### config.mk
export PLATFORM = sky130hd
export DESIGN_NAME = seq_decoder_flat
export DESIGN_NICKNAME = d
export VERILOG_FILES = /design/src/rtl/seq_decoder_if.sv /design/src/rtl/seq_decoder.sv /design/src/flat_wrapper.sv
export SDC_FILE = /design/constraint.sdc
export NUM_CORES = 1
export LEC_CHECK = 0
export ABC_CLOCK_PERIOD_IN_PS = 3120
export BUFFER_PORTS_ARGS = -buffer_cell sky130_fd_sc_hd__buf_4
export CORE_AREA = 2 2 41 43
export DETAILED_ROUTE_END_ITERATION = 12
export DIE_AREA = 0 0 43 45
export GPL_ROUTABILITY_DRIVEN = 0
export GPL_TIMING_DRIVEN = 0
export PLACE_DENSITY_LB_ADDON = 0.05
export SYNTH_ARGS = -nofsm -noshare
export SYNTH_HDL_FRONTEND = slang
export SYNTH_SLANG_ARGS = --single-unit
### constraint.sdc
create_clock -name clk -period 3.12 [get_ports clk]
set_input_delay 0.78 -clock clk [delete_from_list [all_inputs] [get_ports clk]]
set_output_delay 0.78 -clock clk [all_outputs]
set_load 0.03 [all_outputs]
### src/rtl/seq_decoder_if.sv
// rtl/seq_decoder_if.sv - opcode/switch handshake and control strobes between decoder and datapath
interface seq_decoder_if #(
    parameter int OPW = 3
);
    logic [OPW-1:0] opcode;
    logic           in_valid;
    logic           in_ack;
    logic           pc_incr;
    logic           pc_load;
    logic [1:0]     alu_func;
    logic [1:0]     imm;
    logic           w;
    logic           busy;
    logic           halted;
    logic           err;
    logic [OPW-1:0] err_opcode;

    modport master (
        output opcode, in_valid,
        input  in_ack, pc_incr, pc_load, alu_func, imm, w, busy, halted, err, err_opcode
    );

    modport slave (
        input  opcode, in_valid,
        output in_ack, pc_incr, pc_load, alu_func, imm, w, busy, halted, err, err_opcode
    );
endinterface

### src/rtl/seq_decoder.sv
// rtl/seq_decoder.sv - multicycle picoMIPS decoder with MULI stall, IN handshake, HALT and illegal-opcode trap
module seq_decoder #(
    parameter int OPW     = 3,
    parameter int MUL_LAT = 2
) (
    input  logic         clk,
    input  logic         reset,
    seq_decoder_if.slave bus
);
    typedef enum logic [2:0] {
        S_RUN,
        S_MUL_WAIT,
        S_IN_WAIT,
        S_HALTED,
        S_TRAP
    } state_t;

    localparam logic [OPW-1:0] OP_NOP  = OPW'(0);
    localparam logic [OPW-1:0] OP_ADD  = OPW'(1);
    localparam logic [OPW-1:0] OP_ADDI = OPW'(2);
    localparam logic [OPW-1:0] OP_MULI = OPW'(3);
    localparam logic [OPW-1:0] OP_IN   = OPW'(4);
    localparam logic [OPW-1:0] OP_JMP  = OPW'(5);
    localparam logic [OPW-1:0] OP_HALT = OPW'(6);

    // The RUN cycle of MULI is the first of MUL_LAT, so the wait state counts MUL_LAT-1 cycles.
    localparam logic [3:0] CNT_LOAD = (MUL_LAT > 1) ? 4'(MUL_LAT - 2) : 4'd0;

    state_t         state_q, state_d;
    logic [3:0]     cnt_q, cnt_d;
    logic           err_q, err_d;
    logic [OPW-1:0] err_op_q, err_op_d;

    logic           in_ack, pc_incr, pc_load, w, busy, halted, err;
    logic [1:0]     alu_func, imm;
    logic [OPW-1:0] err_opcode;

    always_ff @(posedge clk) begin
        if (reset) begin
            state_q  <= S_RUN;
            cnt_q    <= 4'd0;
            err_q    <= 1'b0;
            err_op_q <= '0;
        end else begin
            state_q  <= state_d;
            cnt_q    <= cnt_d;
            err_q    <= err_d;
            err_op_q <= err_op_d;
        end
    end

    always_comb begin
        state_d    = state_q;
        cnt_d      = cnt_q;
        err_d      = err_q;
        err_op_d   = err_op_q;
        in_ack     = 1'b0;
        pc_incr    = 1'b0;
        pc_load    = 1'b0;
        alu_func   = 2'b00;
        imm        = 2'b00;
        w          = 1'b0;
        busy       = 1'b0;
        halted     = 1'b0;
        err        = 1'b0;
        err_opcode = '0;
        if (!reset) begin
            err        = err_q;
            err_opcode = err_op_q;
            case (state_q)
                S_RUN: begin
                    case (bus.opcode)
                        OP_NOP: pc_incr = 1'b1;
                        OP_ADD: begin
                            alu_func = bus.opcode[1:0];
                            w        = 1'b1;
                            pc_incr  = 1'b1;
                        end
                        OP_ADDI: begin
                            alu_func = bus.opcode[1:0];
                            imm      = 2'b11;
                            w        = 1'b1;
                            pc_incr  = 1'b1;
                        end
                        OP_MULI: begin
                            alu_func = bus.opcode[1:0];
                            imm      = 2'b11;
                            if (MUL_LAT == 1) begin
                                w       = 1'b1;
                                pc_incr = 1'b1;
                            end else begin
                                busy    = 1'b1;
                                cnt_d   = CNT_LOAD;
                                state_d = S_MUL_WAIT;
                            end
                        end
                        OP_IN: begin
                            imm = 2'b01;
                            if (bus.in_valid) begin
                                in_ack  = 1'b1;
                                w       = 1'b1;
                                pc_incr = 1'b1;
                            end else begin
                                busy    = 1'b1;
                                state_d = S_IN_WAIT;
                            end
                        end
                        OP_JMP:  pc_load = 1'b1;
                        OP_HALT: state_d = S_HALTED;
                        default: begin
                            err_d    = 1'b1;
                            err_op_d = bus.opcode;
                            state_d  = S_TRAP;
                        end
                    endcase
                end
                S_MUL_WAIT: begin
                    imm      = 2'b11;
                    alu_func = 2'b11;
                    if (cnt_q != 4'd0) begin
                        busy  = 1'b1;
                        cnt_d = cnt_q - 4'd1;
                    end else begin
                        w       = 1'b1;
                        pc_incr = 1'b1;
                        state_d = S_RUN;
                    end
                end
                S_IN_WAIT: begin
                    imm = 2'b01;
                    if (bus.in_valid) begin
                        in_ack  = 1'b1;
                        w       = 1'b1;
                        pc_incr = 1'b1;
                        state_d = S_RUN;
                    end else begin
                        busy = 1'b1;
                    end
                end
                S_HALTED: halted = 1'b1;
                S_TRAP:   ;
                default:  state_d = S_RUN;
            endcase
        end
    end

    assign bus.in_ack     = in_ack;
    assign bus.pc_incr    = pc_incr;
    assign bus.pc_load    = pc_load;
    assign bus.alu_func   = alu_func;
    assign bus.imm        = imm;
    assign bus.w          = w;
    assign bus.busy       = busy;
    assign bus.halted     = halted;
    assign bus.err        = err;
    assign bus.err_opcode = err_opcode;
endmodule

### src/flat_wrapper.sv
// flat-port wrapper written by rule: the top's interface ports become plain ports
module seq_decoder_flat 
#(
    parameter int OPW     = 3,
    parameter int MUL_LAT = 2
)
  (clk, reset, bus_opcode, bus_in_valid, bus_in_ack, bus_pc_incr, bus_pc_load, bus_alu_func, bus_imm, bus_w, bus_busy, bus_halted, bus_err, bus_err_opcode);
  seq_decoder_if #(.OPW(OPW)) bus_i ();
  input  logic clk;
  input  logic reset;
  input wire logic [$bits(bus_i.opcode)-1:0] bus_opcode;
  input wire logic [$bits(bus_i.in_valid)-1:0] bus_in_valid;
  output wire logic [$bits(bus_i.in_ack)-1:0] bus_in_ack;
  output wire logic [$bits(bus_i.pc_incr)-1:0] bus_pc_incr;
  output wire logic [$bits(bus_i.pc_load)-1:0] bus_pc_load;
  output wire logic [$bits(bus_i.alu_func)-1:0] bus_alu_func;
  output wire logic [$bits(bus_i.imm)-1:0] bus_imm;
  output wire logic [$bits(bus_i.w)-1:0] bus_w;
  output wire logic [$bits(bus_i.busy)-1:0] bus_busy;
  output wire logic [$bits(bus_i.halted)-1:0] bus_halted;
  output wire logic [$bits(bus_i.err)-1:0] bus_err;
  output wire logic [$bits(bus_i.err_opcode)-1:0] bus_err_opcode;
  assign bus_i.opcode = bus_opcode;
  assign bus_i.in_valid = bus_in_valid;
  assign bus_in_ack = bus_i.in_ack;
  assign bus_pc_incr = bus_i.pc_incr;
  assign bus_pc_load = bus_i.pc_load;
  assign bus_alu_func = bus_i.alu_func;
  assign bus_imm = bus_i.imm;
  assign bus_w = bus_i.w;
  assign bus_busy = bus_i.busy;
  assign bus_halted = bus_i.halted;
  assign bus_err = bus_i.err;
  assign bus_err_opcode = bus_i.err_opcode;
  seq_decoder #(.OPW(OPW), .MUL_LAT(MUL_LAT)) u_core (.clk(clk), .reset(reset), .bus(bus_i));
endmodule
==> impl_results.md, run 1 <==
* Max Buffers Root-to-Sink at 2
* Final wirelength at 1.77 mm
* Die W at 43 um
* H-tree depth at 1
* TritonCTS sink count at 11
* Hold_sp: u_core.err_q
* Max Fclk at 0.368 GHz
* Syn Area/Cell at 7.83 um2
* # resized after CTS at 0
* Worst-path clk slew at 70 ps
* Average wire per standard cell at 12.8 um
* Fin util at 65.6%
* Mux cell area share after synthesis at 0%
* VDD IR max at 0.000196 V
* CTS root buf: clkbuf_4
* Num CTS Buffers at 3
* Synth Area in XOR/XNOR at 2.22%
* Primary FF master, synth: dfxtp_1
* Slowest stage delay, CP at 400 ps
* Ranking of synthesized cells by area: dfxtp_1, a21oi_1, nor2_1
* Slowest CP cell: or4_1
* Relative slew slack at 65.8%
* Die ar. at 1940 um2
* Worst Tran Pin Value at 510 ps
* Worst reg2reg path startpoint: u_core.cnt_q[0]
* Startpoint Class: primary input
* PwrDens at 372 nW/um2
* Vias in the first global route at 660
* WP depth at 6
* Critical R2R Capture: u_core.cnt_q[0]
* RSZ-0062 raised after global routing: false
* Worst endpoint required time at 2340 ps
* Leakage at 0.376 nW
* Number of flops mapped to enable cells by yosys at 0
* CP Max Fanout at 10
* CP delay by family, top: simple AND/OR/NAND/NOR gates
* Post-synthesis sequential area ratio at 27.8%
* Critical path launch point: bus_opcode[1]
* # diodes at 0
* HPWL after DPL at 1.31 mm
* Ys async rst share at 0%
* Crit path DAT at 1940 ps
* I/O Buffers at 17
* Yosys cell types at 39
* Core Region at 1470 um2
* Adder-cell share of the synthesized area at 3.16%
* Number of remaining DRC errors at 0
* Largest net degree at the start of global routing at 11
* Nets at 131
* Crit. End Element: output port
* Area grow syn2layout at 22.0%
* Synth Net Count at 109
* First-pass GRT wire length at 2.93 mm
* Share of the synthesized area in the top cell type at 27.8%
* TNS Setup at 0 ps
* Max Transition Viols Final at 0
* CTS tree: yes
* Vias per cell at 5.67
* Hold buffer count at CTS at 0
* Initial antenna violation count at 0
* Drt first pass iters at 4
* Gr usage total at 20.4%
* Setup Fix Bufs, Post-CTS at 0
* Crit path to: bus_busy
* Fin crit share at 87.0%
* Yosys warning count at 0
* Compound-Gate Fraction of Synth Area at 19.9%
* Via count at 783
* Min-Delay Path Class: reg -> reg
* Synthesized cell area at 791 um2
* Chip height at 45 um
* Status: finished clean
* Final Setup Violations at 0
* Simple-Gate Fraction of Synth Area at 35.4%
* Iteration-0 DRC Markers at 30
* Largest family of logic cells by synthesized area: simple AND/OR/NAND/NOR gates
* Post-route ant nets at 0
* Worst Setup Path Type: in -> out
* Filler Cells Inserted at 135
* Worst-skew pair later-pin latency at 270 ps
* Initial core utilization at 53.7%
* Mapped Cells at 101
* CP Buf/Inv Count at 2
* Rows at 14
* Worst path cell trace: clkbuf_8 > nor3b_2 > nor2_1 > or4_1 > a21oi_1 > buf_4
* Register-to-register setup slack at 1550 ps
* Cells on worst reg2reg path at 7
* Total of max-cap violations at 0
* Ratio of cells with drive above 1 in the final layout at 24.6%
* Synth area leader: dfxtp_1
* Grt total ovfl at 0
* #FFs+latches synth at 11
* WHS Path Cells at 2
* Fin. Hold Viols at 0
* I/O pins at 20
* Period minus WS final at 2720 ps
* Overall power at 0.000359 W
* Setup Skew at 6.45 ps
==> metal layers <==
metal,routed length [um],GRT usage [%],vias up
met5,0,0,-
met1,821,27.0,351
met4,27,7.27,0
li1,-,-,400
met2,796,33.6,28
met3,124,3.60,4
==> layout make-up <==
cell class	count	area, um2	share of cell area, %
plain buffers	10	63.8	6.61
clock buffers	4	26.3	2.72
flip-flops and latches	11	220	22.8
well taps	16	20.0	2.08
repair buffers	17	128	13.2
inverters	7	26.3	2.72
multi-input cells	73	480	49.8
==> layout by cell type, fill, tap and decap left out, drive strengths merged, types with 2 or more instances in the layout <==
cell    count
dfxtp      11
nor3b       3
nand3       3
xor2        2
buf        20
ha          2
nor2b       2
clkbuf     11
inv         7
nor2       12
a211oi      2
a32oi       3
a21oi      10
nor4        5
nand2b      2
o21ai       4
nand2       5
nor3        6
==> registers in the layout, summed over array words and instances (netlist names) <==
signal	count
u_core.cnt_q	4
u_core.err_op_q	3
u_core.err_q	1
u_core.state_q	3
==> cell families (layout without fill, tap and decap cells) <==
family / after synthesis / count (layout)
AO/OA/AOI/OAI: 22 / 22
XOR/XNOR: 2 / 2
adder cells (fa/ha/maj): 2 / 2
buffers and inverters: 17 / 38
flip-flops: 11 / 11
AND/OR/NAND/NOR: 47 / 47
==> cells in the mapped netlist, types with 3 or more instances <==
cell type,number
a21oi_1,9
nor4_1,5
o21ai_0,4
clkbuf_1,5
nor2_1,12
nand2_1,4
inv_1,7
dfxtp_1,11
nor3_1,5
nand3_1,3
==> tightest hold or removal path, cell delays in order, from the launching register on <==
cell and delay (ps):
dfxtp_1 300, inv_1 60, a21oi_1 50
==> metrics by stage <==
stage / cell area (um2) / worst slack (ps) / hold slack (ps) / instances
final: 965 / 404 / 456 / 138
after global routing: 965 / 346 / 480 / 138
after CTS: 965 / 416 / 460 / 138
after detailed placement: 938 / 428 / 449 / 134
after global placement: 938 / 408 / 439 / 134
after floorplan: 791 / 121 / 432 / 101
==> how the worst min path moves through the flow <==
stage	endpoint	slack, ps
floorplan	u_core.err_op_q[0]	430
global placement	u_core.err_op_q[1]	440
detailed placement	u_core.err_q	450
CTS	u_core.err_q	460
global route	u_core.err_op_q[0]	480
finish	u_core.err_q	460
==> report_power, final <==
group | leakage (nW) | switching [W] | internal (W)
Sequential | 0.0894 | 0.00000322 | 0.000146
Combinational | 0.272 | 0.0000703 | 0.0000422
Clock | 0.0150 | 0.0000477 | 0.0000495
Note: power is estimated with default switching activity, not from simulation.
==> run 2: changes to the inputs <==
Settings changed: RECOVER_POWER set to 100.
==> impl_results.md, run 2 (synthesis results as in run 1) <==
* # diodes at 0 (unchanged)
* H-tree depth at 1 (unchanged)
* VDD IR max at 0.000191 V (was 0.000196 V)
* Post-route ant nets at 0 (unchanged)
* TNS Setup at 0 ps (unchanged)
* Num CTS Buffers at 3 (unchanged)
* PwrDens at 390 nW/um2 (was 372 nW/um2)
* CTS tree: yes (unchanged)
* Initial antenna violation count at 0 (unchanged)
* Initial core utilization at 53.7% (unchanged)
* Vias in the first global route at 660 (unchanged)
* CP Max Fanout at 6 (was 10)
* RSZ-0062 raised after global routing: false (unchanged)
* Hold buffer count at CTS at 0 (unchanged)
* Number of remaining DRC errors at 0 (unchanged)
* Nets at 131 (unchanged)
* Drt first pass iters at 5 (was 4)
* First-pass GRT wire length at 2.93 mm (unchanged)
* Die ar. at 1940 um2 (unchanged)
* Worst Tran Pin Value at 467 ps (was 510 ps)
* Largest net degree at the start of global routing at 11 (unchanged)
* Switching share of power at 34.4% (was 33.8%)
* I/O Buffers at 17 (unchanged)
* Ratio of cells with drive above 1 in the final layout at 12.3% (was 24.6%)
* Worst-skew pair later-pin latency at 260 ps (was 270 ps)
* Max FFs per register at 4 (unchanged)
* Total of max-cap violations at 0 (unchanged)
* Final Setup Violations at 0 (unchanged)
* Most frequent cells in the layout: clkbuf_1, nor2_1, dfxtp_1 (was buf_4, nor2_1, dfxtp_1)
* Setup Skew at 3.94 ps (was 6.45 ps)
* Gr usage total at 20.4% (unchanged)
* Combinational power share at 29.0% (was 31.4%)
* Vias per cell at 5.60 (was 5.67)
* Biggest register: u_core.cnt_q (unchanged)
* Worst Hold Slack at 457 ps (was 456 ps)
* Startpoint Class: register (was primary input)
* TritonCTS sink count at 11 (unchanged)
* I/O pins at 20 (unchanged)
* Period minus WS final at 2800 ps (was 2720 ps)
* Status: finished clean (unchanged)
* Min-Delay Path Class: reg -> reg (unchanged)
* HPWL after DPL at 1.31 mm (unchanged)
* Max Fclk at 0.357 GHz (was 0.368 GHz)
* Relative slew slack at 68.8% (was 65.8%)
* Fin crit share at 89.9% (was 87.0%)
* Max Transition Viols Final at 0 (unchanged)
* Final wirelength at 1.81 mm (was 1.77 mm)
* Average wire per standard cell at 13.1 um (was 12.8 um)
* Worst-path clk slew at 70 ps (about the same)
* Largest registers: u_core.cnt_q (4), u_core.err_op_q (3), u_core.state_q (3) (unchanged)
* Max Buffers Root-to-Sink at 2 (unchanged)
* Core Region at 1470 um2 (unchanged)
* Internal at 0.000228 W (was 0.000238 W)
* Setup Fix Bufs, Post-CTS at 0 (unchanged)
* # resized after CTS at 0 (unchanged)
* Flop pwr share at 42.9% (was 41.5%)
* Clock power frac at 28.1% (was 27.1%)
* Die W at 43 um (unchanged)
* Iteration-0 DRC Markers at 15 (was 30)
* Crit path DAT at 2020 ps (was 1940 ps)
* Worst endpoint required time at 2340 ps (about the same)
* Rows at 14 (unchanged)
* Via count at 773 (was 783)
* Switching power at 0.000120 W (was 0.000121 W)
* Commonest non-fill, non-tap cell in the layout: clkbuf_1 (was buf_4)
* Area grow syn2layout at 12.5% (was 22.0%)
* Worst Setup Path Type: reg -> out (was in -> out)
* Grt total ovfl at 0 (unchanged)
* Leakage at 0.316 nW (was 0.376 nW)
* CTS root buf: clkbuf_4 (unchanged)
* Chip height at 45 um (unchanged)
* Crit. End Element: output port (unchanged)
* Fin. Hold Viols at 0 (unchanged)
run 2: routing by layer:
metal | track usage, % | routed length, um | vias up
li1 | - | - | 399
met1 | 27.0 | 909 | 355
met2 | 33.6 | 813 | 17
met3 | 3.60 | 67 | 2
met4 | 7.27 | 18 | 0
met5 | 0 | 0 | -
run 2: area by class of cell:
cell class	count	area [um2]
Sequential cell	11	220
Clock buffer	4	26.3
Multi-Input combinational cell	73	462
Timing Repair Buffer	17	78.8
Inverter	7	26.3
Fill cell	150	582
Buffer	10	56.3
Tap cell	16	20.0
run 2: worst paths after layout:
check                    endpoint            start  slack (ps)  cells past startpoint
setup / recovery            bus_w  u_core.cnt_q[0]         320                      8
hold reg to reg      u_core.err_q     u_core.err_q         460                      2
hold / removal       u_core.err_q     u_core.err_q         460                      2
setup reg to reg  u_core.cnt_q[0]  u_core.cnt_q[0]        1410                      7
run 2: power groups by stage:
stage,logic [W],registers (W),clock network [W]
global route,0.000111,0.000150,0.000105
finish,0.000101,0.000149,0.0000975
CTS,0.000112,0.000149,0.0000980
detailed placement,0.000112,0.000152,0
global placement,0.000111,0.000152,0
floorplan,0.0000798,0.000152,0
run 2: stage by stage:
step	utilization, %	total power (W)	setup slack [ps]	instance area [um2]	cells
6_report	60.5	0.000347	316	890	138
5_1_grt	60.5	0.000366	201	890	138
4_1_cts	65.6	0.000360	416	965	138
3_5_place_dp	63.8	0.000264	428	938	134
3_3_place_gp	63.8	0.000263	408	938	134
2_1_floorplan	-	0.000231	121	791	101
run 2: worst max-delay path: stages (launching register included):
cell and delay [ps]:
dfxtp_1 340, inv_1 100, ha_1 140, or3b_1 330
clkbuf_1 180, nor2_1 110, a32oi_1 70, a21oi_1 160
clkbuf_1 320
